**config.mk**
```make
export PLATFORM = sky130hd
export DESIGN_NAME = ps2_host_tx
export DESIGN_NICKNAME = d
export VERILOG_FILES = /design/src/rtl/ps2_pkg.sv /design/src/rtl/ps2_sync_edge.sv /design/src/rtl/ps2_host_tx.sv
export SDC_FILE = /design/constraint.sdc
export NUM_CORES = 1
export LEC_CHECK = 0
export CAP_MARGIN = 20
export CORE_MARGIN = 1
export CORE_UTILIZATION = 30
export CTS_CLUSTER_SIZE = 28
export DETAILED_ROUTE_END_ITERATION = 10
export GPL_TIMING_DRIVEN = 0
export SLEW_MARGIN = 20
export SYNTH_ARGS = -nofsm -noshare
export SYNTH_HDL_FRONTEND = slang
export SYNTH_SLANG_ARGS = --single-unit
```
**constraint.sdc**
```tcl
create_clock -name clk -period 5.85 [get_ports clk]
set_input_delay 1.17 -clock clk [delete_from_list [all_inputs] [get_ports clk]]
set_output_delay 1.17 -clock clk [all_outputs]
set_load 0.05 [all_outputs]
```
**src/rtl/ps2_pkg.sv**
```systemverilog
// Shared definitions for the PS/2 host blocks: transmitter FSM states,
// common command/response bytes and default timing at a 50 MHz system clock.
`timescale 1ns/1ps
package ps2_pkg;

  typedef enum logic [2:0] {
    IDLE,
    INHIBIT,
    REQ,
    XFER,
    WAIT_IDLE,
    DONE
  } tx_state_t;

  localparam logic [7:0] CMD_SET_LED = 8'hED;
  localparam logic [7:0] CMD_RESET   = 8'hFF;
  localparam logic [7:0] CMD_ENABLE  = 8'hF4;
  localparam logic [7:0] RSP_ACK     = 8'hFA;
  localparam logic [7:0] RSP_RESEND  = 8'hFE;

  localparam int DEF_INHIBIT_CYCLES = 5000;
  localparam int DEF_TIMEOUT_CYCLES = 1000000;
  localparam int DEF_MAX_RETRIES    = 2;

  // Frame positions counted in device clock falls after the request.
  localparam logic [3:0] LAST_DATA_BIT = 4'd7;
  localparam logic [3:0] PARITY_BIT    = 4'd8;
  localparam logic [3:0] STOP_BIT      = 4'd9;

  function automatic logic odd_parity(input logic [7:0] b);
    return ~^b;
  endfunction

endpackage

```
**src/rtl/ps2_sync_edge.sv**
```systemverilog
// Two-flop synchronizers for the PS/2 clock and data pins plus a one-cycle
// pulse on each synchronized clock fall; shared by host transmitter and receiver.
`timescale 1ns/1ps
module ps2_sync_edge (
  input  logic clk,
  input  logic clrn,
  input  logic clk_pin,
  input  logic data_pin,
  output logic clk_sync,
  output logic data_sync,
  output logic clk_fall
);

  logic clk_meta;
  logic data_meta;
  logic clk_prev;

  // Idle PS/2 lines are high, so reset to 1 to avoid a false fall after reset.
  always_ff @(posedge clk or negedge clrn) begin
    if (!clrn) begin
      clk_meta  <= 1'b1;
      clk_sync  <= 1'b1;
      data_meta <= 1'b1;
      data_sync <= 1'b1;
      clk_prev  <= 1'b1;
    end else begin
      clk_meta  <= clk_pin;
      clk_sync  <= clk_meta;
      data_meta <= data_pin;
      data_sync <= data_meta;
      clk_prev  <= clk_sync;
    end
  end

  assign clk_fall = clk_prev & ~clk_sync;

endmodule

```
**src/rtl/ps2_host_tx.sv**
```systemverilog
// Host-to-device PS/2 command transmitter driving open-drain pull-low enables.
// Optional automatic retry on NACK/timeout is enabled with PS2_TX_RETRY_EN.
`timescale 1ns/1ps
module ps2_host_tx
  import ps2_pkg::*;
#(
  parameter int INHIBIT_CYCLES = DEF_INHIBIT_CYCLES,
  parameter int TIMEOUT_CYCLES = DEF_TIMEOUT_CYCLES,
  parameter int MAX_RETRIES    = DEF_MAX_RETRIES
) (
  input  logic       clk,
  input  logic       clrn,
  input  logic       ps2_clk_in,
  input  logic       ps2_data_in,
  output logic       ps2_clk_oe,
  output logic       ps2_data_oe,
  input  logic [7:0] tx_data,
  input  logic       send,
  output logic       busy,
  output logic       done,
  output logic       ack_ok,
  output logic       err
`ifdef PS2_TX_RETRY_EN
  ,
  output logic [1:0] retry_cnt
`endif
);

  localparam int IW = $clog2(INHIBIT_CYCLES + 1);
  localparam int TW = $clog2(TIMEOUT_CYCLES + 1);
  localparam logic [IW-1:0] INH_LAST = IW'(INHIBIT_CYCLES - 1);
  localparam logic [TW-1:0] TMO_LAST = TW'(TIMEOUT_CYCLES - 1);

`ifdef PS2_TX_RETRY_EN
  localparam bit RETRY_EN = 1'b1;
`else
  localparam bit RETRY_EN = 1'b0;
`endif
  localparam int RETRY_LIMIT = RETRY_EN ? MAX_RETRIES : 0;

  tx_state_t     state;
  logic [7:0]    tx_byte;
  logic          par;
  logic          ack_seen;
  logic [3:0]    bit_idx;
  logic [IW-1:0] inh_cnt;
  logic [TW-1:0] tmo_cnt;
  logic [1:0]    retry_q;
  logic          clk_s;
  logic          data_s;
  logic          clk_fall;
  logic          attempt_failed;
  logic          retry_left;

  ps2_sync_edge u_sync (
    .clk       (clk),
    .clrn      (clrn),
    .clk_pin   (ps2_clk_in),
    .data_pin  (ps2_data_in),
    .clk_sync  (clk_s),
    .data_sync (data_s),
    .clk_fall  (clk_fall)
  );

  // A timeout while clocking, or a NACK once the bus has gone idle again.
  assign attempt_failed = ((state == XFER) && (tmo_cnt == TMO_LAST)) ||
                          ((state == WAIT_IDLE) && clk_s && data_s && !ack_seen);
  assign retry_left = (RETRY_LIMIT != 0) && (retry_q != 2'(RETRY_LIMIT));

`ifdef PS2_TX_RETRY_EN
  assign retry_cnt = retry_q;
`endif

  always_ff @(posedge clk or negedge clrn) begin
    if (!clrn) begin
      state       <= IDLE;
      tx_byte     <= '0;
      par         <= 1'b0;
      ack_seen    <= 1'b0;
      bit_idx     <= '0;
      inh_cnt     <= '0;
      tmo_cnt     <= '0;
      retry_q     <= '0;
      ps2_clk_oe  <= 1'b0;
      ps2_data_oe <= 1'b0;
      busy        <= 1'b0;
      done        <= 1'b0;
      ack_ok      <= 1'b0;
      err         <= 1'b0;
    end else begin
      done <= 1'b0;
      if (attempt_failed) begin
        ps2_data_oe <= 1'b0;
        if (retry_left) begin
          retry_q    <= retry_q + 2'd1;
          ps2_clk_oe <= 1'b1;
          inh_cnt    <= '0;
          state      <= INHIBIT;
        end else begin
          ps2_clk_oe <= 1'b0;
          ack_ok     <= 1'b0;
          err        <= 1'b1;
          done       <= 1'b1;
          state      <= DONE;
        end
      end else begin
        case (state)
          IDLE: begin
            if (send) begin
              tx_byte    <= tx_data;
              par        <= odd_parity(tx_data);
              busy       <= 1'b1;
              ack_ok     <= 1'b0;
              err        <= 1'b0;
              retry_q    <= '0;
              inh_cnt    <= '0;
              ps2_clk_oe <= 1'b1;
              state      <= INHIBIT;
            end
          end
          INHIBIT: begin
            if (inh_cnt == INH_LAST) begin
              ps2_clk_oe  <= 1'b0;
              ps2_data_oe <= 1'b1;
              tmo_cnt     <= '0;
              state       <= REQ;
            end else begin
              inh_cnt <= inh_cnt + 1'b1;
            end
          end
          REQ: begin
            bit_idx <= '0;
            tmo_cnt <= tmo_cnt + 1'b1;
            state   <= XFER;
          end
          XFER: begin
            tmo_cnt <= tmo_cnt + 1'b1;
            // Host changes data on device clock falls; the device samples on rises.
            if (clk_fall) begin
              bit_idx <= bit_idx + 4'd1;
              if (bit_idx <= LAST_DATA_BIT) begin
                ps2_data_oe <= ~tx_byte[bit_idx[2:0]];
              end else if (bit_idx == PARITY_BIT) begin
                ps2_data_oe <= ~par;
              end else if (bit_idx == STOP_BIT) begin
                ps2_data_oe <= 1'b0;
              end else begin
                ack_seen <= ~data_s;
                state    <= WAIT_IDLE;
              end
            end
          end
          WAIT_IDLE: begin
            if (clk_s && data_s) begin
              ack_ok <= 1'b1;
              err    <= 1'b0;
              done   <= 1'b1;
              state  <= DONE;
            end
          end
          DONE: begin
            busy  <= 1'b0;
            state <= IDLE;
          end
          default: begin
            ps2_clk_oe  <= 1'b0;
            ps2_data_oe <= 1'b0;
            busy        <= 1'b0;
            state       <= IDLE;
          end
        endcase
      end
    end
  end

endmodule
```
## Word-level counts from Yosys, hierarchy flattened

Index checks and enable logic that the tools add are counted.

| word-level totals | value |
|---|---|
| register bits after elaboration | 61 |
| bits of input ports | 13 |
| output and inout port bits | 6 |
| logic and storage cells | 123 |

| operators by class | value |
|---|---|
| add/sub/neg operators | 3 |
| $lt $le $gt $ge | 2 |
| eq/ne operators | 23 |
| muxes and demuxes | 40 |
| bitwise operators | 10 |
| reductions and logical operators | 27 |

Operators with widths:

| kind | count |
|---|---|
| one-hot mux 20 bit (2 select lines) | 1 |
| 2-to-1 mux 13 bit | 2 |
| one-hot mux 13 bit (2 select lines) | 1 |
| 2-to-1 mux 3 bit | 8 |
| adder 20 x 1 -> 20 bit, second input constant | 1 |
| == test 20 bit, second input constant | 1 |
| 2-to-1 mux 20 bit | 1 |
| 2-to-1 mux 1 bit | 18 |
| inequality test 3 bit, second input constant | 6 |
| AND reduction 3 bit | 6 |
| one-hot mux 3 bit (5 select lines) | 1 |
| adder 13 x 1 -> 13 bit, second input constant | 1 |
| == test 13 bit, second input constant | 1 |
| OR reduction 4 bit | 3 |
| NOT 1 bit | 9 |
| == test 4 bit, second input constant | 2 |
| inequality test 2 bit, second input constant | 4 |
| one-hot mux 4 bit (2 select lines) | 1 |
| AND reduction 4 bit | 2 |
| XNOR reduction 8 bit | 1 |
| AND reduction 7 bit | 1 |
| == test 3 x 2 -> 1 bit, second input constant | 2 |
| == test 3 bit, second input constant | 2 |
| one-hot mux 1 bit (2 select lines) | 3 |
| 19 further kinds | 27 |

## Longest topological paths before layout

| depth | value |
|---|---|
| depth in word-level cells | 7 |
| mapped depth | 8 |
| depth with buffers taken out | 7 |

## Hierarchy

From an unflattened synthesis, not the netlist that was laid out.

| second synthesis, totals | value |
|---|---|
| cells, all modules | 361 |
| area total of the unflattened synthesis | 3410.8 µm² |

Modules (own cells, without submodules):

| module | times used | cells an instance | area each (µm²) | seq. area each (µm²) |
|---|---|---|---|---|
| ps2_host_tx | 1 | 355 | 3265.6 | 1401.3 |
| ps2_sync_edge | 1 | 6 | 145.1 | 131.4 |

## Worst setup path after synthesis

No wires, ideal clock.

| timing path | value |
|---|---|
| kind | input-to-reg |
| from | in send |
| to | reg tx_byte[0] |
| library setup time | 0.125 ns |
| data arrival time | 2.018 ns |
| required time | 5.725 ns |
| path slack | 3.707 ns |
| cell stages on the path | 3 |
| buffers on the path | 0 |
| path through | nand2b_1 -> nor3_2 -> mux2_2 |

| between the ends | value |
|---|---|
| cells in the longest elaborated chain, start to end | 1 |

Ends and longest elaborated chain:

| what | RTL line | text |
|---|---|---|
| start: declaration | ps2_host_tx.sv:18 | `input logic send,` |
| AND reduction 3 bit (no source line) | - |  |
| end signal: assignment | ps2_host_tx.sv:110 | `tx_byte <= tx_data;` |
| end: declaration | ps2_host_tx.sv:42 | `logic [7:0] tx_byte;` |

Every way passes these cells.
A chain may end at the register's enable or synchronous reset.

## Worst setup path in the final report

| timing path | value |
|---|---|
| from | reg ps2_data_oe |
| to | out ps2_data_oe |

RTL lines:

| what | RTL line | text |
|---|---|---|
| start: declaration | ps2_host_tx.sv:16 | `output logic ps2_data_oe,` |
| start signal: assignment | ps2_host_tx.sv:142 | `ps2_data_oe <= ~tx_byte[bit_idx[2:0]];` |
| start signal: assignment | ps2_host_tx.sv:144 | `ps2_data_oe <= ~par;` |

No word-level cell between the ends.

==> metrics.txt <==
# TYPE chip_impl_metric gauge
chip_impl_info{name="timing.setup.critical_path_class",value="reg2out"} 1
chip_impl_metric{name="postSynthNetCount",unit=""} 378
chip_impl_info{name="crit_path_start",value="ps2_data_oe"} 1
chip_impl_metric{name="p_switching",unit="mW"} 0.201
chip_impl_metric{name="grt_first_pass_wirelength",unit="mm"} 14.1
chip_impl_metric{name="finalSetupViolations",unit=""} 0
chip_impl_info{name="critical-path-slowest-cell",value="sky130_fd_sc_hd__clkdlybuf4s50_1"} 1
chip_impl_info{name="worst_setup_path_endpoint",value="ps2_data_oe"} 1
chip_impl_metric{name="floorplan.initialDensity",unit="%"} 31.4
chip_impl_metric{name="drt_pre_antenna_iters",unit=""} 4
chip_impl_metric{name="ctsLongestPathBuffers",unit=""} 2
chip_impl_metric{name="critPathRequiredTime",unit="ps"} 4680
chip_impl_info{name="layout_common_cells",value="sky130_fd_sc_hd__dfrtp_1, sky130_fd_sc_hd__nand2_1, sky130_fd_sc_hd__o21ai_0, sky130_fd_sc_hd__nor2_1, sky130_fd_sc_hd__o31ai_1"} 1
chip_impl_info{name="rr_startpoint",value="state[1]"} 1
chip_impl_metric{name="switching_share",unit="%"} 21.3
chip_impl_metric{name="power.share.clock",unit="%"} 50.4
chip_impl_metric{name="antenna_found_initial",unit=""} 0
chip_impl_metric{name="layout-drive-gt1-share",unit="%"} 12.7
chip_impl_metric{name="path_max_fanout",unit=""} 2
chip_impl_metric{name="synth_area_per_cell",unit="um2"} 9.62
chip_impl_metric{name="post-dp-hpwl",unit="mm"} 5.74
chip_impl_metric{name="total_of_buffers_placed_on_input_and_output_ports",unit=""} 18
chip_impl_metric{name="synthMuxAreaShare",unit="%"} 5.92
chip_impl_info{name="cp_top_family",value="buffers and inverters"} 1
chip_impl_info{name="combinational_family_with_the_most_area_after_synthesis",value="simple AND/OR/NAND/NOR gates"} 1
chip_impl_metric{name="synthXorXnorAreaFrac",unit="%"} 2.02
chip_impl_metric{name="core-area",unit="um2"} 11000
chip_impl_metric{name="die_y",unit="um"} 109
chip_impl_metric{name="htree_levels",unit=""} 3
chip_impl_metric{name="power.internal",unit="mW"} 0.746
chip_impl_metric{name="power.combinational.fraction",unit="%"} 3.9
chip_impl_metric{name="antennaDiodeCount",unit=""} 0
chip_impl_metric{name="critPathArrivalTime",unit="ps"} 1530
chip_impl_metric{name="synth_compound_area_share",unit="%"} 18.3
chip_impl_metric{name="power-per-cell-area",unit="nW/um2"} 231
chip_impl_metric{name="fin_cells",unit=""} 535
chip_impl_metric{name="fin_crit_sh",unit="%"} 46.1
chip_impl_metric{name="floorplan.rows",unit=""} 38
chip_impl_metric{name="worstSkewPairLatency",unit="ps"} 330
chip_impl_metric{name="die_footprint",unit="um2"} 12000
chip_impl_metric{name="cts_repair_resize_count",unit=""} 0
chip_impl_metric{name="seq_power_share",unit="%"} 45.7
chip_impl_metric{name="gr-usage-all-layers",unit="%"} 15.3
chip_impl_metric{name="finalMaxSlewViolations",unit=""} 0
chip_impl_metric{name="vias",unit=""} 2957
chip_impl_metric{name="post_cts_hold_buffer_count",unit=""} 0
chip_impl_metric{name="critical-path-max-stage-delay",unit="ps"} 820
chip_impl_info{name="timing.critical_path.cells",value="clkdlybuf4s50_1"} 1
chip_impl_metric{name="hold_viol",unit=""} 0
chip_impl_metric{name="place.detailed.instances",unit=""} 519
chip_impl_metric{name="max_transition_margin",unit="%"} 49.3
chip_impl_metric{name="clock_skew",unit="ps"} 6.04
chip_impl_info{name="cts_root_buffer",value="sky130_fd_sc_hd__clkbuf_16"} 1
chip_impl_metric{name="number_of_synthesized_flops_with_an_enable_pin",unit=""} 0
chip_impl_info{name="critical_path.reg2reg.endpoint",value="ps2_data_oe"} 1
chip_impl_info{name="worstHoldPathType",value="reg2reg"} 1
chip_impl_metric{name="worst_slew_pin_slew",unit="ps"} 756
chip_impl_metric{name="route.detailed.wl_per_inst",unit="um"} 15.6
chip_impl_metric{name="routabilityCongestion",unit=""} 0.818
chip_impl_metric{name="horiz_die_dim",unit="um"} 109
chip_impl_metric{name="worst-r2r-setup-slack",unit="ps"} 3370
chip_impl_metric{name="synth_sequential_area_ratio",unit="%"} 44.2
chip_impl_metric{name="post_route_setup_tns",unit="ps"} 0
chip_impl_metric{name="period_minus_slack",unit="ps"} 2700
chip_impl_metric{name="cts_made_buffers",unit=""} 9
chip_impl_metric{name="wl",unit="mm"} 8.33
chip_impl_metric{name="path_buf_inv",unit=""} 1
chip_impl_metric{name="synth_warnings",unit=""} 0
chip_impl_metric{name="max_cap_viol_count",unit=""} 0
chip_impl_metric{name="path_depth",unit=""} 1
chip_impl_metric{name="top_level_ports",unit=""} 19
chip_impl_info{name="leading_cell_type_in_the_layout_fill_and_taps_excluded",value="sky130_fd_sc_hd__dfrtp_1"} 1
chip_impl_metric{name="drc",unit=""} 0
chip_impl_metric{name="drt_iter0_drc",unit=""} 101
chip_impl_metric{name="vias_per_cell",unit=""} 5.53
chip_impl_metric{name="first_global_vias",unit=""} 2899
chip_impl_info{name="rsz0062_at_grt",value="no"} 1
chip_impl_info{name="run_status",value="completed"} 1
chip_impl_info{name="tritoncts",value="built"} 1
chip_impl_info{name="yosys_most_used_dff",value="sky130_fd_sc_hd__dfrtp_1"} 1
chip_impl_metric{name="final_net_count",unit=""} 408
chip_impl_metric{name="ys_seq_elements",unit=""} 61
chip_impl_info{name="end_kind",value="output pin"} 1
chip_impl_metric{name="clock_sinks",unit=""} 61
chip_impl_metric{name="synth_fa_ha_area_share",unit="%"} 1.81
chip_impl_metric{name="r2r_cells",unit=""} 7
chip_impl_metric{name="asyncSetResetFlopFracSynth",unit="%"} 100
chip_impl_metric{name="maximum_number_of_pins_on_one_net_before_global_route_repair",unit=""} 43
chip_impl_metric{name="postCtsSetupRepairBufs",unit=""} 0
chip_impl_metric{name="syn_area",unit="um2"} 3460
chip_impl_metric{name="ys_types",unit=""} 58
chip_impl_metric{name="clk_pin_slew_worst_paths",unit="ps"} 50
chip_impl_metric{name="flow.area_growth_from_synthesis",unit="%"} 18.6
chip_impl_metric{name="synth_cells",unit=""} 360
chip_impl_metric{name="post_synth_simple_gate_area",unit="%"} 23.8
chip_impl_metric{name="power.static_leakage",unit="nW"} 1.59
chip_impl_metric{name="drt.antenna.violating_nets",unit=""} 0
chip_impl_metric{name="irDropWorstVdd",unit="mV"} 0.141
chip_impl_metric{name="gr-total-overflow",unit=""} 0
chip_impl_info{name="timing.critical_path.from_type",value="register"} 1
chip_impl_metric{name="fmax",unit="GHz"} 0.371
==> final cells by class <==
cell class                      instances  area [um2]
Buffer                                 18        96.3
Inverter                               10        37.5
Timing Repair Buffer                   19         205
Multi-Input combinational cell        271        1800
Clock buffer                           14         254
Clock inverter                          2        10.0
Tap cell                              140         175
Fill cell                            1131        6920
Sequential cell                        61        1530
==> power groups by stage <==
stage / sequential (mW) / clock [mW] / combinational [mW]
final: 0.433 / 0.478 / 0.0369
after global routing: 0.433 / 0.509 / 0.0414
after CTS: 0.433 / 0.488 / 0.0381
after detailed placement: 0.440 / 0 / 0.0379
after global placement: 0.440 / 0 / 0.0351
after floorplan: 0.439 / 0 / 0.0153
==> worst min-delay path by stage <==
stage	startpoint	end	slack, ps	cells past startpoint
final	u_sync.clk_meta	u_sync.clk_sync	350	0
after global placement	u_sync.clk_meta	u_sync.clk_sync	350	0
after detailed placement	u_sync.clk_meta	u_sync.clk_sync	350	0
after CTS	u_sync.clk_meta	u_sync.clk_sync	360	0
after global routing	u_sync.clk_meta	u_sync.clk_sync	360	0
after floorplan	u_sync.clk_meta	u_sync.clk_sync	350	0
==> per-layer routing <==
metal	wire length, um	global-route usage, %	vias up
met5	0	0	-
met4	63	4.00	0
met3	304	4.15	4
met2	4030	25.7	67
met1	3930	19.3	1450
li1	-	-	1436
==> sequential cells by signal (all words and copies together) (netlist names), 3 cells and up <==
signal   cells
inh_cnt     13
state        3
bit_idx      4
tmo_cnt     20
tx_byte      8
==> synthesized netlist by cell type (3+ instances only) <==
cell type | number | area [um2]
sky130_fd_sc_hd__xnor2_1 | 7 | 61.3
sky130_fd_sc_hd__nand2_1 | 33 | 124
sky130_fd_sc_hd__nand4_1 | 12 | 75.1
sky130_fd_sc_hd__and2_1 | 4 | 25.0
sky130_fd_sc_hd__o31ai_1 | 19 | 143
sky130_fd_sc_hd__o41ai_1 | 3 | 26.3
sky130_fd_sc_hd__or4_1 | 7 | 52.6
sky130_fd_sc_hd__a31oi_1 | 4 | 25.0
sky130_fd_sc_hd__and4_1 | 5 | 43.8
sky130_fd_sc_hd__nand2b_1 | 8 | 50.1
sky130_fd_sc_hd__ha_1 | 5 | 62.6
sky130_fd_sc_hd__o211ai_1 | 6 | 45.0
sky130_fd_sc_hd__and3_1 | 5 | 31.3
sky130_fd_sc_hd__mux2i_1 | 7 | 70.1
sky130_fd_sc_hd__o2111ai_1 | 4 | 35.0
sky130_fd_sc_hd__dfrtp_1 | 56 | 1400
sky130_fd_sc_hd__o21ai_0 | 30 | 150
sky130_fd_sc_hd__nand3_1 | 17 | 85.1
sky130_fd_sc_hd__inv_1 | 10 | 37.5
sky130_fd_sc_hd__buf_2 | 5 | 25.0
sky130_fd_sc_hd__nor2b_1 | 3 | 18.8
sky130_fd_sc_hd__a21oi_1 | 13 | 65.1
sky130_fd_sc_hd__nor2_2 | 3 | 18.8
sky130_fd_sc_hd__dfstp_2 | 5 | 131
sky130_fd_sc_hd__or3_1 | 6 | 37.5
sky130_fd_sc_hd__mux2_2 | 10 | 113
sky130_fd_sc_hd__nor4_1 | 8 | 50.1
sky130_fd_sc_hd__clkbuf_1 | 7 | 26.3
sky130_fd_sc_hd__nor2_1 | 20 | 75.1
==> metrics by stage <==
stage | hold slack, ps | worst slack (ps) | util [%] | total power [mW] | cell area [um2]
2_1_floorplan | 345 | 3710 | - | 0.454 | 3460
3_3_place_gp | 346 | 1530 | 34.6 | 0.475 | 3820
3_5_place_dp | 350 | 2870 | 34.9 | 0.478 | 3840
4_1_cts | 357 | 3150 | 37.3 | 0.959 | 4110
5_1_grt | 360 | 3100 | 37.3 | 0.983 | 4110
6_report | 355 | 3150 | 37.3 | 0.948 | 4110
==> cells by family after synthesis <==
family / count (synthesis)
mux: 18
xor+xnor: 8
fa+ha+maj: 5
buf+inv: 28
compound gates: 96
flops: 61
simple gates: 144
Note: power is estimated with default switching activity, not from simulation.
